==> src/rtl/saturn_rstk_arbiter.sv <==
// Saturn 8-entry return stack with a fixed-priority arbiter for jump, RTN, exec-unit and debugger access.
// After reset every entry is cleared, one per enabled cycle, before any request is granted.
module saturn_rstk_arbiter #(
    parameter int DEPTH = 8,
    parameter int WIDTH = 20,
    localparam int PTR_W = $clog2(DEPTH)
) (
    input  logic             i_clk,
    input  logic             i_reset,
    input  logic             i_clk_en,
    input  logic             i_jmp_push_req,
    input  logic [WIDTH-1:0] i_jmp_push_data,
    output logic             o_jmp_push_ack,
    input  logic             i_rtn_pop_req,
    output logic             o_rtn_pop_ack,
    output logic [WIDTH-1:0] o_rtn_pop_data,
    input  logic             i_exu_req,
    input  logic             i_exu_push,
    input  logic [WIDTH-1:0] i_exu_data,
    output logic             o_exu_ack,
    output logic [WIDTH-1:0] o_exu_data,
    input  logic             i_dbg_req,
    input  logic [PTR_W-1:0] i_dbg_idx,
    output logic             o_dbg_ack,
    output logic [WIDTH-1:0] o_dbg_data,
    output logic             o_busy,
    output logic [PTR_W-1:0] o_ptr,
    output logic [PTR_W:0]   o_depth
);

    typedef enum logic {INIT, IDLE} state_t;

    localparam logic [PTR_W-1:0] ONE  = PTR_W'(1);
    localparam logic [PTR_W-1:0] LAST = PTR_W'(DEPTH - 1);
    localparam logic [PTR_W:0]   DONE = (PTR_W + 1)'(1);
    localparam logic [PTR_W:0]   FULL = (PTR_W + 1)'(DEPTH);

    state_t           state, state_next;
    logic [WIDTH-1:0] mem [DEPTH];
    logic [PTR_W-1:0] ptr, init_cnt, ptr_inc, ptr_dec;
    logic [PTR_W:0]   depth;
    logic             grant_jmp, grant_rtn, grant_exu, grant_dbg;
    logic             do_push, do_pop, empty, init_step;
    logic [WIDTH-1:0] push_data, pop_val, dbg_val;

    assign ptr_inc   = ptr + ONE;
    assign ptr_dec   = ptr - ONE;
    assign empty     = (depth == '0);
    assign init_step = (state == INIT) && i_clk_en;
    assign do_push   = grant_jmp | (grant_exu & i_exu_push);
    assign do_pop    = grant_rtn | (grant_exu & ~i_exu_push);
    assign push_data = grant_jmp ? i_jmp_push_data : i_exu_data;
    assign pop_val   = empty ? '0 : mem[ptr];
    assign dbg_val   = mem[ptr - i_dbg_idx];

    assign o_busy  = (state == INIT);
    assign o_ptr   = ptr;
    assign o_depth = depth;

    always_ff @(posedge i_clk) begin
        if (i_reset) state <= INIT;
        else         state <= state_next;
    end

    // A requester whose ack is currently high is skipped so a held level request is not granted twice.
    always_comb begin
        state_next = state;
        grant_jmp  = 1'b0;
        grant_rtn  = 1'b0;
        grant_exu  = 1'b0;
        grant_dbg  = 1'b0;
        case (state)
            INIT: if (i_clk_en && init_cnt == LAST) state_next = IDLE;
            IDLE: begin
                if (i_clk_en) begin
                    if (i_jmp_push_req && !o_jmp_push_ack)  grant_jmp = 1'b1;
                    else if (i_rtn_pop_req && !o_rtn_pop_ack) grant_rtn = 1'b1;
                    else if (i_exu_req && !o_exu_ack)       grant_exu = 1'b1;
                    else if (i_dbg_req && !o_dbg_ack)       grant_dbg = 1'b1;
                end
            end
            default: state_next = INIT;
        endcase
    end

    always_ff @(posedge i_clk) begin
        if (!i_reset) begin
            if (init_step)              mem[init_cnt] <= '0;
            else if (do_push)           mem[ptr_inc]  <= push_data;
            else if (do_pop && !empty)  mem[ptr]      <= '0;
        end
    end

    always_ff @(posedge i_clk) begin
        if (i_reset) begin
            ptr            <= '1;
            depth          <= '0;
            init_cnt       <= '0;
            o_jmp_push_ack <= 1'b0;
            o_rtn_pop_ack  <= 1'b0;
            o_exu_ack      <= 1'b0;
            o_dbg_ack      <= 1'b0;
            o_rtn_pop_data <= '0;
            o_exu_data     <= '0;
            o_dbg_data     <= '0;
        end else begin
            o_jmp_push_ack <= grant_jmp;
            o_rtn_pop_ack  <= grant_rtn;
            o_exu_ack      <= grant_exu;
            o_dbg_ack      <= grant_dbg;
            if (init_step) init_cnt <= init_cnt + ONE;
            // Pushing onto a full stack wraps over the oldest entry; depth stays saturated.
            if (do_push) begin
                ptr <= ptr_inc;
                if (depth != FULL) depth <= depth + DONE;
            end
            if (do_pop && !empty) begin
                ptr   <= ptr_dec;
                depth <= depth - DONE;
            end
            if (grant_rtn)                o_rtn_pop_data <= pop_val;
            if (grant_exu && !i_exu_push) o_exu_data     <= pop_val;
            if (grant_dbg)                o_dbg_data     <= dbg_val;
        end
    end

endmodule

==> config.mk <==
export PLATFORM = sky130hd
export DESIGN_NAME = saturn_rstk_arbiter
export DESIGN_NICKNAME = d
export VERILOG_FILES = /design/src/rtl/saturn_rstk_arbiter.sv
export SDC_FILE = /design/constraint.sdc
export NUM_CORES = 1
export LEC_CHECK = 0
export BUFFER_PORTS_ARGS = -buffer_cell sky130_fd_sc_hd__buf_4
export CAP_MARGIN = 10
export CORE_MARGIN = 2
export CORE_UTILIZATION = 55
export CTS_CLUSTER_DIAMETER = 50
export CTS_CLUSTER_SIZE = 30
export DETAILED_ROUTE_END_ITERATION = 10
export PLACE_DENSITY = 0.76
export SYNTH_ARGS = -nofsm -noshare
export SYNTH_HDL_FRONTEND = slang
export SYNTH_SLANG_ARGS = --single-unit
export TNS_END_PERCENT = 10
==> constraint.sdc <==
create_clock -name i_clk -period 5.8 [get_ports i_clk]
set_input_delay 0.29 -clock i_clk [delete_from_list [all_inputs] [get_ports i_clk]]
set_output_delay 0.29 -clock i_clk [all_outputs]
set_load 0.1 [all_outputs]
After elaboration in Yosys (flattened, before gate mapping)
Memory sizes are Yosys's and may differ from the RTL's. A register that Yosys moved wholly into a read port is not among the register bits.
Index checks and enable logic that the tools add are counted.
{ "classes": {"n_eq_ne": 2, "addsub": 6, "bitwise_logic": 6, "muxes": 47, "reduce_logical": 20} }
{ "ops": {"columns": ["cell", "n"], "rows": [
  ["20-bit two-way mux", 4],
  ["20-bit OR reduction", 2],
  ["1-bit two-way mux", 34],
  ["3-bit two-way mux", 6],
  ["4-bit two-way mux", 3],
  ["1-bit logical AND", 8],
  ["3-bit by 1-bit adder with 3-bit output, second input constant", 2],
  ["1-bit zero test", 6],
  ["4-bit by 1-bit adder with 4-bit output, second input constant", 1],
  ["4-bit zero test", 1],
  ["4-bit inequality test, second input constant", 1],
  ["2-bit nonzero test", 2],
  ["4-bit by 1-bit subtractor with 4-bit output, second input constant", 1],
  ["3-bit == test, second input constant", 1],
  ["3-bit by 1-bit subtractor with 3-bit output, second input constant", 1],
  ["3-bit subtractor", 1],
  ["1-bit bitwise AND", 2],
  ["1-bit inverter", 2],
  ["1-bit bitwise OR", 2],
  ["2-bit AND reduction", 1]
]} }
{ "word_totals": {"n_memories": 1, "out_inout_bits": 72, "register_bits": 55, "mem_bits_rw": 160} }
{ "memory_table": {"columns": ["name", "depth", "word_bits", "rd", "rd_ports_with_merged_regs", "write_ports", "line_no", "source"], "rows": [
  ["mem", 8, 20, 2, 2, 1, "39", "logic [WIDTH-1:0] mem [DEPTH];"]
]} }

Longest topological paths before layout
Gate-level depths: netlist (run 1).
{ "depth": {"depth_word": 17, "mapped_depth": 12, "ltp_nobuf": 10} }

Least setup slack after synthesis (run 1)
OpenSTA, ideal clock, no wires.
{ "synth_timing": {"kind": "register to register", "from": "register o_rtn_pop_ack", "to": "memory mem[5][0] (enable)", "slack_ns": 1.732, "setup_time_ns": 0.422, "n_path_buf": 2, "path_stages_with_launch": 8, "arrival_ns": 3.646, "path_cell_list": "dfxtp_1 -> nand2b_1 -> clkbuf_1 -> a221oi_2 -> and2_2 -> buf_4 -> a221o_1 -> nor3_1"} }
{ "synth_via": {"elab_chain_cells": 16, "word_cells_on_any_way": 30, "cone_classes": "21 x mux; 4 x bitwise; 5 x reduce/logical"} }
{ "synth_lines": {"columns": ["element", "line_no", "source"], "rows": [
  ["from (decl)", "15", "output logic o_rtn_pop_ack,"],
  ["from (signal assigned)", "108", "o_rtn_pop_ack <= grant_rtn;"],
  ["1-bit zero test *", "77", "else if (i_rtn_pop_req && !o_rtn_pop_ack) grant_rtn = 1'b1;"],
  ["1-bit logical AND *", "77", null],
  ["1-bit two-way mux", "77", null],
  ["1-bit two-way mux", "76", "if (i_jmp_push_req && !o_jmp_push_ack) grant_jmp = 1'b1;"],
  ["1-bit two-way mux", "75", "if (i_clk_en) begin"],
  ["1-bit two-way mux", "72", "case (state)"],
  ["1-bit bitwise AND", "51", "assign do_pop = grant_rtn | (grant_exu & ~i_exu_push);"],
  ["1-bit bitwise OR", "51", null],
  ["1-bit logical AND", "90", "else if (do_pop && !empty) mem[ptr] <= '0;"],
  ["1-bit two-way mux", "90", null],
  ["1-bit two-way mux", "89", "else if (do_push) mem[ptr_inc] <= push_data;"],
  ["1-bit two-way mux", "88", "if (init_step) mem[init_cnt] <= '0;"],
  ["1-bit two-way mux", "87", "if (!i_reset) begin"],
  ["1-bit two-way mux (implied by the code)", "90", null],
  ["20-bit OR reduction (no line)", null, null],
  ["3-bit two-way mux (no line) / 1-bit two-way mux (equally long branches)", null, null],
  ["to (decl)", "39", null]
]} }
Mark *: on every way between the ends. The rest lies on a longest branch, timed or not.

Worst setup path in the final report (run 1)
{ "layout_timing": {"from": "register state", "to": "memory mem[1][4] (enable)"} }
{ "layout_via": {"elab_chain_cells": 11, "word_cells_on_any_way": 28, "cone_classes": "19 x mux; 5 x bitwise; 4 x reduce/logical"} }
{ "layout_lines": {"columns": ["element", "line_no", "source"], "rows": [
  ["from (decl)", "38", "state_t state, state_next;"],
  ["from (signal assigned)", "62", "else state <= state_next;"],
  ["1-bit two-way mux", "72", null],
  ["1-bit bitwise AND", "51", null],
  ["1-bit bitwise OR", "51", null],
  ["1-bit logical AND", "90", null],
  ["1-bit two-way mux", "90", null],
  ["1-bit two-way mux", "89", null],
  ["1-bit two-way mux", "88", null],
  ["1-bit two-way mux", "87", null],
  ["1-bit two-way mux (implied by the code)", "90", null],
  ["20-bit OR reduction (no line)", null, null],
  ["3-bit two-way mux (no line) / 1-bit two-way mux (equally long branches)", null, null]
]} }
Parallel ways exist; a longest one is shown, timed or not.

==> metrics.md, run 1 <==
| Metric | Value |
|---|---|
| Die ar. | 20400 sq um |
| H-tree Lvls | 1 |
| Max-Cap Viols | 0 |
| Fmax | 252 MHz |
| Worst endpoint required time | 5.98 ns |
| Synthesized cell area | 10600 sq um |
| Setup tns final | 0 ns |
| Vias/cell | 6.01 |
| Layout area overhead | 18.0% |
| Mean post-synth cell area | 14.4 sq um |
| First-pass GRT wire length | 37400 um |
| Setup crit start kind | register |
| Number of setup buffers added after CTS | 0 |
| Number of hold buffers added after cts | 0 |
| Maximum vdd drop | 0.240 mV |
| FFs w/ async S/R, synth | 0% |
| CTS resizes | 0 |
| GP Congestion | 0.812 |
| Arrival @ worst endpoint | 4.15 ns |
| Post-route antenna net violation count | 0 |
| Crit. Startpoint | state |
| Seq/Total Area, Yosys | 60.0% |
| TritonCTS clock tree | built |
| Leak | 4.76 nW |
| Critical path cell sequence | and4b_1 -> buf_4 -> a41o_1 -> nand2b_1 -> nor2_1 -> a221oi_1 -> nor3_2 -> buf_4 |
| Synth Flop Type | edfxtp_1 |
| Most common cell after layout, fill and taps aside | edfxtp_1 |
| R2r endpoint | mem[1][4] |
| WHS Endpoint | state |
| Bufs on Longest Clock Path | 3 |
| GRT Residual Overflow | 0 |
| Synth warn | 0 |
| Final Skew | 0.0236 ns |
| Number of buffers created by CTS | 18 |
| Final nets | 908 |
| PwrDens | 264 nW/um^2 |
| Crit-path leading delay family | simple AND/OR/NAND/NOR gates |
| Total wire length | 24300 um |
| Core area | 18800 sq um |
| Fillers | 1274 |
| Synth Net Count | 798 |
| N_diodes | 0 |
| WHS Path Cells | 3 |
| Pin count of the biggest net entering global routing | 81 |
| DRC | 0 |
| Max incr delay on CP | 0.86 ns |
| HPWL Detailed | 15600 um |
| Initial Util | 56.3% |
| Cell repeated most along the worst path | buf_4 |
| Setup crit end kind | register |
| Hold path startpoint | i_clk_en |
| FP Rows | 50 |
| Slew headroom | 31.1% |
| Worst skew pair latency | 0.51 ns |
| Iter 0 DRT Violations | 642 |
| Vias | 6729 |
| Avg WL per Cell | 21.7 um |
| Worst-Margin Slew | 1.03 ns |
| FF+latch count, synth | 238 |
| CTS clk-pin slew, worst paths | 0.08 ns |
| Reg area | 6370 sq um |
| Final worst-path cycle share | 68.4% |
| DRT Pass-1 Iters | 5 |
| Reg2reg path depth | 8 |
| RSZ-0062 raised after global routing | false |
| Outcome | completed |
| Initial antenna violation count | 0 |
| Max FO, Critical Path | 22 |
| Final Util | 66.4% |
| Area of the multi-input gates | 4060 sq um |
| Final Slew Violations | 0 |
| Netlist cell types | 44 |
| Number of global-route vias before repair | 6800 |
| Die Y | 143 um |
| Gate Count Post-Synth | 738 |
| Final Critical Period | 3.97 ns |
| FF-to-FF setup slack | 1.83 ns |
| Top Ports | 123 |
| Clk sinks | 238 |
| CTS root buf | clkbuf_16 |
| Final hold violations | 0 |
| Most frequent cells in the layout | edfxtp_1, buf_4, nand2_1 |
| Worst path bufs/invs | 2 |
| Reg2reg start | state |
| Proportion of layout cells with a drive suffix above 1 | 31.4% |
| Crit path kind | register to register |
| CP max stage cell | nor3_2 |
| Port Buffers | 122 |
| Post-synth EDFFs | 160 |
| GRT Total Usage | 24.2% |
| Hold Crit Class | input pin to register |
| # setup viols final | 0 |
| DIE WIDTH | 143 um |
## cell families (layout without fill, tap and decap cells)
logic type / Yosys count / in the layout / share of synthesized area [%]
muxes: 145 / 145 / 23.1
AOI/OAI and AO/OA: 87 / 87 / 5.21
xor gates and xnor gates: 6 / 6 / 0.496
and+or+nand+nor: 193 / 193 / 7.59
adders and majority gates: 9 / 9 / 1.20
buffers and inverters: 60 / 182 / 2.34
DFF: 238 / 238 / 60.0
## worst max-delay path by stage
stage                      endpoint  slack (ns)  cells after the start
after floorplan           mem[5][0]        1.73                      7
after global placement    mem[1][6]        2.04                      9
after detailed placement  mem[1][4]        1.87                      8
after CTS                 mem[1][4]        1.85                      8
after global routing      mem[1][1]        1.58                      8
final                     mem[1][4]        1.83                      8
## layer usage
layer  wire length (um)  up-vias  global-route usage, %  part of all wire [%]
met5                  0        -                      0                     0
met4                558        0                   7.09                   2.3
met3               1910       49                   4.16                   7.9
met2              12000      315                   39.8                    49
met1               9840     3337                   33.6                    40
li1                   -     3028                      -                     -
## tightest hold or removal path, cell delays in order
cell and delay (ns):
buf_4 0.11, a21oi_1 0.06, nor2_1 0.09
## flip-flops by register name, indices dropped and copies added, names as in the netlist, named ones only
name	count
mem	160
o_rtn_pop_ack	1
state	1
o_rtn_pop_data	20
o_exu_ack	1
init_cnt	3
o_jmp_push_ack	1
o_depth	4
o_exu_data	20
o_dbg_ack	1
o_dbg_data	20
o_ptr	3
## report_power, final
part           switching [mW]  total [mW]  internal [mW]
registers             0.00685        1.81           1.80
clock network           0.644        1.36          0.714
logic                  0.0675       0.137         0.0693
## cell usage after synthesis (2+ instances only)
master / instances / area, sq um
xor2_1: 3 / 26.3
nand2_1: 86 / 323
mux4_2: 80 / 1800
a22o_1: 2 / 17.5
a211oi_1: 21 / 158
nand2b_1: 6 / 37.5
mux2i_1: 64 / 641
xnor2_1: 3 / 26.3
a22oi_1: 2 / 15.0
nand3_1: 2 / 10.0
a21o_1: 5 / 37.5
inv_1: 8 / 30.0
dfxtp_1: 78 / 1560
fa_1: 2 / 40.0
ha_1: 7 / 87.6
nor3_1: 11 / 55.1
clkbuf_1: 28 / 105
buf_2: 15 / 75.1
edfxtp_1: 160 / 4800
a21oi_1: 45 / 225
nor2_1: 75 / 282
buf_1: 8 / 30.0
o21ai_0: 3 / 15.0
nor2b_1: 4 / 25.0
## stage by stage
| stage | setup slack, ns | hold WS, ns | instance area, sq um | cells | total power, mW |
|---|---|---|---|---|---|
| finish | 1.83 | 0.0960 | 12500 | 1120 | 3.30 |
| global route | 1.58 | 0.0876 | 12500 | 1120 | 3.41 |
| CTS | 1.85 | 0.0739 | 12500 | 1120 | 3.33 |
| detailed placement | 1.87 | 0.447 | 11800 | 1088 | 1.98 |
| global placement | 2.04 | 0.447 | 11800 | 1088 | 1.98 |
| floorplan | 1.73 | 0.431 | 10600 | 738 | 1.93 |
## layout make-up
cell class              count  area share [%]
multi-input cells         440            32.4
well taps                 260            2.60
inverters                   8           0.240
clock inverters            11            1.26
flip-flops and latches    238            50.9
clock buffers              21            4.03
repair buffers            142            8.52
(Power assumes the default switching activity.)
==> run 2: changes to the inputs <==
--- a/config.mk
+++ b/config.mk
@@ -5,6 +5,7 @@
 export SDC_FILE = /design/constraint.sdc
 export NUM_CORES = 1
 export LEC_CHECK = 0
+export ABC_AREA = 1
 export BUFFER_PORTS_ARGS = -buffer_cell sky130_fd_sc_hd__buf_4
 export CAP_MARGIN = 10
 export CORE_MARGIN = 2
==> constraint.sdc (replaced) <==
create_clock -name i_clk -period 3.75 [get_ports i_clk]
set_input_delay 0.1875 -clock i_clk [delete_from_list [all_inputs] [get_ports i_clk]]
set_output_delay 0.1875 -clock i_clk [all_outputs]
set_load 0.1 [all_outputs]
==> metrics.md, run 2 <==
| Metric | Value |
|---|---|
| Reg area | 6370 sq um (unchanged) |
| Proportion of layout cells with a drive suffix above 1 | 16.9% (was 31.4%) |
| PwrDens | 412 nW/um^2 (was 264 nW/um^2) |
| Maximum vdd drop | 0.288 mV (was 0.240 mV) |
| Pin count of the biggest net entering global routing | 81 (unchanged) |
| Outcome | completed (unchanged) |
| CTS clk-pin slew, worst paths | 0.07 ns (was 0.08 ns) |
| Post-synth EDFFs | 160 (unchanged) |
| Most frequent cell after synthesis | o21ai_0 (was edfxtp_1) |
| Most frequent cells in the layout | o21ai_0, edfxtp_1, buf_4 (was edfxtp_1, buf_4, nand2_1) |
| Internal power | 4.08 mW (was 2.58 mW) |
| Largest cells by area after synthesis | edfxtp_1, dfxtp_1, o21ai_0, a21oi_1, nor2_1 (was edfxtp_1, mux4_2, dfxtp_1, mux2i_1, nand2_1) |
| Post-route antenna net violation count | 0 (unchanged) |
| CTS resizes | 0 (unchanged) |
| Worst endpoint required time | 3.93 ns (was 5.98 ns) |
| RSZ-0062 raised after global routing | false (unchanged) |
| Synth top cells by count | o21ai_0, edfxtp_1, nor2_1, a21oi_1, nand2_1 (was edfxtp_1, nand2_1, mux4_2, dfxtp_1, nor2_1) |
| Seq/Total Area, Yosys | 57.8% (was 60.0%) |
| Core area | 19500 sq um (was 18800 sq um) |
| Die Y | 146 um (was 143 um) |
| CTS root buf | clkbuf_16 (unchanged) |
| Hold Crit Class | input pin to register (unchanged) |
| Worst-Margin Slew | 1.10 ns (was 1.03 ns) |
| Final Critical Period | 2.89 ns |
| GRT Residual Overflow | 0 (unchanged) |
| Setup crit end kind | register (unchanged) |
| Comb pwr share | 5.5% (was 4.1%) |
| FFs w/ async S/R, synth | 0% (unchanged) |
| Final Util | 65.6% (was 66.4%) |
| Layout area overhead | 16.3% (was 18.0%) |
| Area of the multi-input gates | 4010 sq um (was 4060 sq um) |
| M1 GR Usage | 43.1% (was 33.6%) |
| Vias/cell | 6.07 (was 6.01) |
| Number of global-route vias before repair | 8804 (was 6800) |
| Bufs on Longest Clock Path | 3 (unchanged) |
| HPWL Detailed | 20100 um (was 15600 um) |
| Synth Net Count | 1243 (was 798) |
| Fmax | 347 MHz |
| Most common cell after layout, fill and taps aside | o21ai_0 (was edfxtp_1) |
| Setup tns final | 0 ns (unchanged) |
| Initial Util | 56.4% (was 56.3%) |
| Avg WL per Cell | 19.8 um (was 21.7 um) |
| # setup viols final | 0 (unchanged) |
| Leak | 4.94 nW (was 4.76 nW) |
| FP Rows | 51 (was 50) |
| Port Buffers | 122 (unchanged) |
| Final hold violations | 0 (unchanged) |
| Clock power share | 41.5% (was 41.1%) |
| Seq pwr share | 53.0% (was 54.8%) |
| Synth area leader | edfxtp_1 (unchanged) |
| Mean post-synth cell area | 9.31 sq um (was 14.4 sq um) |
| Fillers | 1612 (was 1274) |
| Setup crit start kind | input pin (was register) |
| DRC | 0 (unchanged) |
| H-tree Lvls | 1 (unchanged) |
| Synthesized cell area | 11000 sq um (was 10600 sq um) |
| Top Ports | 123 (unchanged) |
| GP Congestion | 0.913 (was 0.812) |
| FF+latch count, synth | 238 (unchanged) |
| WHS Path Cells | 3 (unchanged) |
| Gate Count Post-Synth | 1183 (was 738) |
| First-pass GRT wire length | 47900 um (was 37400 um) |
| Number of hold buffers added after cts | 2 (was 0) |
| Crit path kind | input pin to register (was register to register) |
| Clk sinks | 238 (unchanged) |
| Biggest register | mem (unchanged) |
| DRT Pass-1 Iters | 8 (was 5) |
| Slew headroom | 26.3% (was 31.1%) |
| Arrival @ worst endpoint | 3.06 ns (was 4.15 ns) |
| Max FO, Critical Path | 26 (was 22) |
| GRT met3 Usage | 5.67% (was 4.16%) |
| N_diodes | 0 (unchanged) |
| Final Slew Violations | 0 (unchanged) |
| Number of buffers created by CTS | 21 (was 18) |
| Switching share of power | 22.6% (was 21.7%) |
| Max reg flops | 160 (unchanged) |
| Final Skew | 0.0160 ns (was 0.0236 ns) |
| Netlist cell types | 32 (was 44) |
| Synth Flop Type | edfxtp_1 (unchanged) |
| Number of setup buffers added after CTS | 0 (unchanged) |
| Initial antenna violation count | 0 (unchanged) |
| Most Crowded Layer GR | met1 (was met2) |
| Switching power | 1.19 mW (was 0.718 mW) |
| Final worst-path cycle share | 77.0% |
| Met2 Use GR | 42.0% (was 39.8%) |
| Synth warn | 0 (unchanged) |
| FF-to-FF setup slack | 0.87 ns (was 1.83 ns) |
| Worst skew pair latency | 0.51 ns (about the same) |
| Final nets | 1321 (was 908) |
| Die ar. | 21200 sq um (was 20400 sq um) |
| TritonCTS clock tree | built (unchanged) |
| Reg2reg path depth | 11 (was 8) |
| Max-Cap Viols | 0 (unchanged) |
| Share of the synthesized area in the top cell type | 43.6% (was 45.3%) |
| GRT Total Usage | 28.3% (was 24.2%) |
| DIE WIDTH | 146 um (was 143 um) |
| Total wire length | 30500 um (was 24300 um) |
| Iter 0 DRT Violations | 1095 (was 642) |
| Vias | 9346 (was 6729) |
-- run 2: cell types whose count changed in the layout (fill, tap and decap cells not counted), moves of 10 or more --
cell / previous run / this run
a211oi_1: 21 / 0
a21oi_1: 45 / 138
inv_1: 8 / 68
mux2i_1: 64 / 0
mux4_2: 80 / 0
nand2_1: 86 / 101
nand3_1: 2 / 30
nand4_1: 1 / 25
nor2_1: 74 / 135
o211ai_1: 0 / 31
o21ai_0: 3 / 222
o21ai_1: 0 / 24
o221ai_1: 0 / 20
o22ai_1: 0 / 10
-- run 2: per-layer routing --
metal  routed length, um  vias up  part of all wire (%)
li1                    -     4358                     -
met1               13000     4398                    43
met2               13200      542                    43
met3                3820       48                    13
met4                 528        0                   1.7
met5                   0        -                     0
-- run 2: logic make-up after synthesis --
logic type | after synthesis | synth area share (%)
AO/OA/AOI/OAI | 445 | 21.7
AND/OR/NAND/NOR | 320 | 12.9
flip-flops | 238 | 57.8
buffers and inverters | 167 | 6.09
adder cells (fa/ha/maj) | 9 | 1.16
XOR/XNOR | 4 | 0.318
-- run 2: power groups by stage --
stage               clock, mW  combinational [mW]  sequential (mW)
CTS                      2.21               0.285             2.80
global route             2.31               0.318             2.80
detailed placement          0               0.282             2.86
floorplan                   0               0.168             2.86
finish                   2.19               0.290             2.80
global placement            0               0.277             2.85
-- run 2: worst paths after layout --
check | from | to
worst min-delay path | i_exu_req | o_exu_ack
worst max-delay path | i_clk_en | mem[1][16]
worst min register to register | o_dbg_data[15] | o_dbg_data[15]
worst max register to register | state | mem[1][16]
-- run 2: worst max-delay path: stages --
cell and delay (ns):
dlygate4sd3_1 0.53, buf_4 0.13, nand2_2 0.09, clkinv_2 0.30, nand3_4 0.36, nand2_4 0.24, nand2_4 0.20, nand2_2 0.12
nand3_2 0.09, nand2_2 0.09, nand2_2 0.09, nor2_2 0.26, buf_4 0.34
-- run 2: layout make-up --
class	count	share of cell area (%)
inverters	75	2.21
flip-flops and latches	238	49.7
well taps	265	2.59
multi-input cells	778	31.3
repair buffers	147	8.75
clock buffers	22	4.13
clock inverters	15	1.34
-- run 2: per-stage QoR --
stage,cell area (sq um),hold WS (ns),std cells,power [mW],worst slack [ns]
floorplan,11000,0.324,1183,3.03,0.476
global placement,12100,0.455,1501,3.13,1.02
detailed placement,12100,0.458,1501,3.14,0.920
CTS,12800,0.0564,1540,5.29,0.885
global route,12800,0.0704,1540,5.42,0.679
finish,12800,0.0707,1540,5.27,0.864
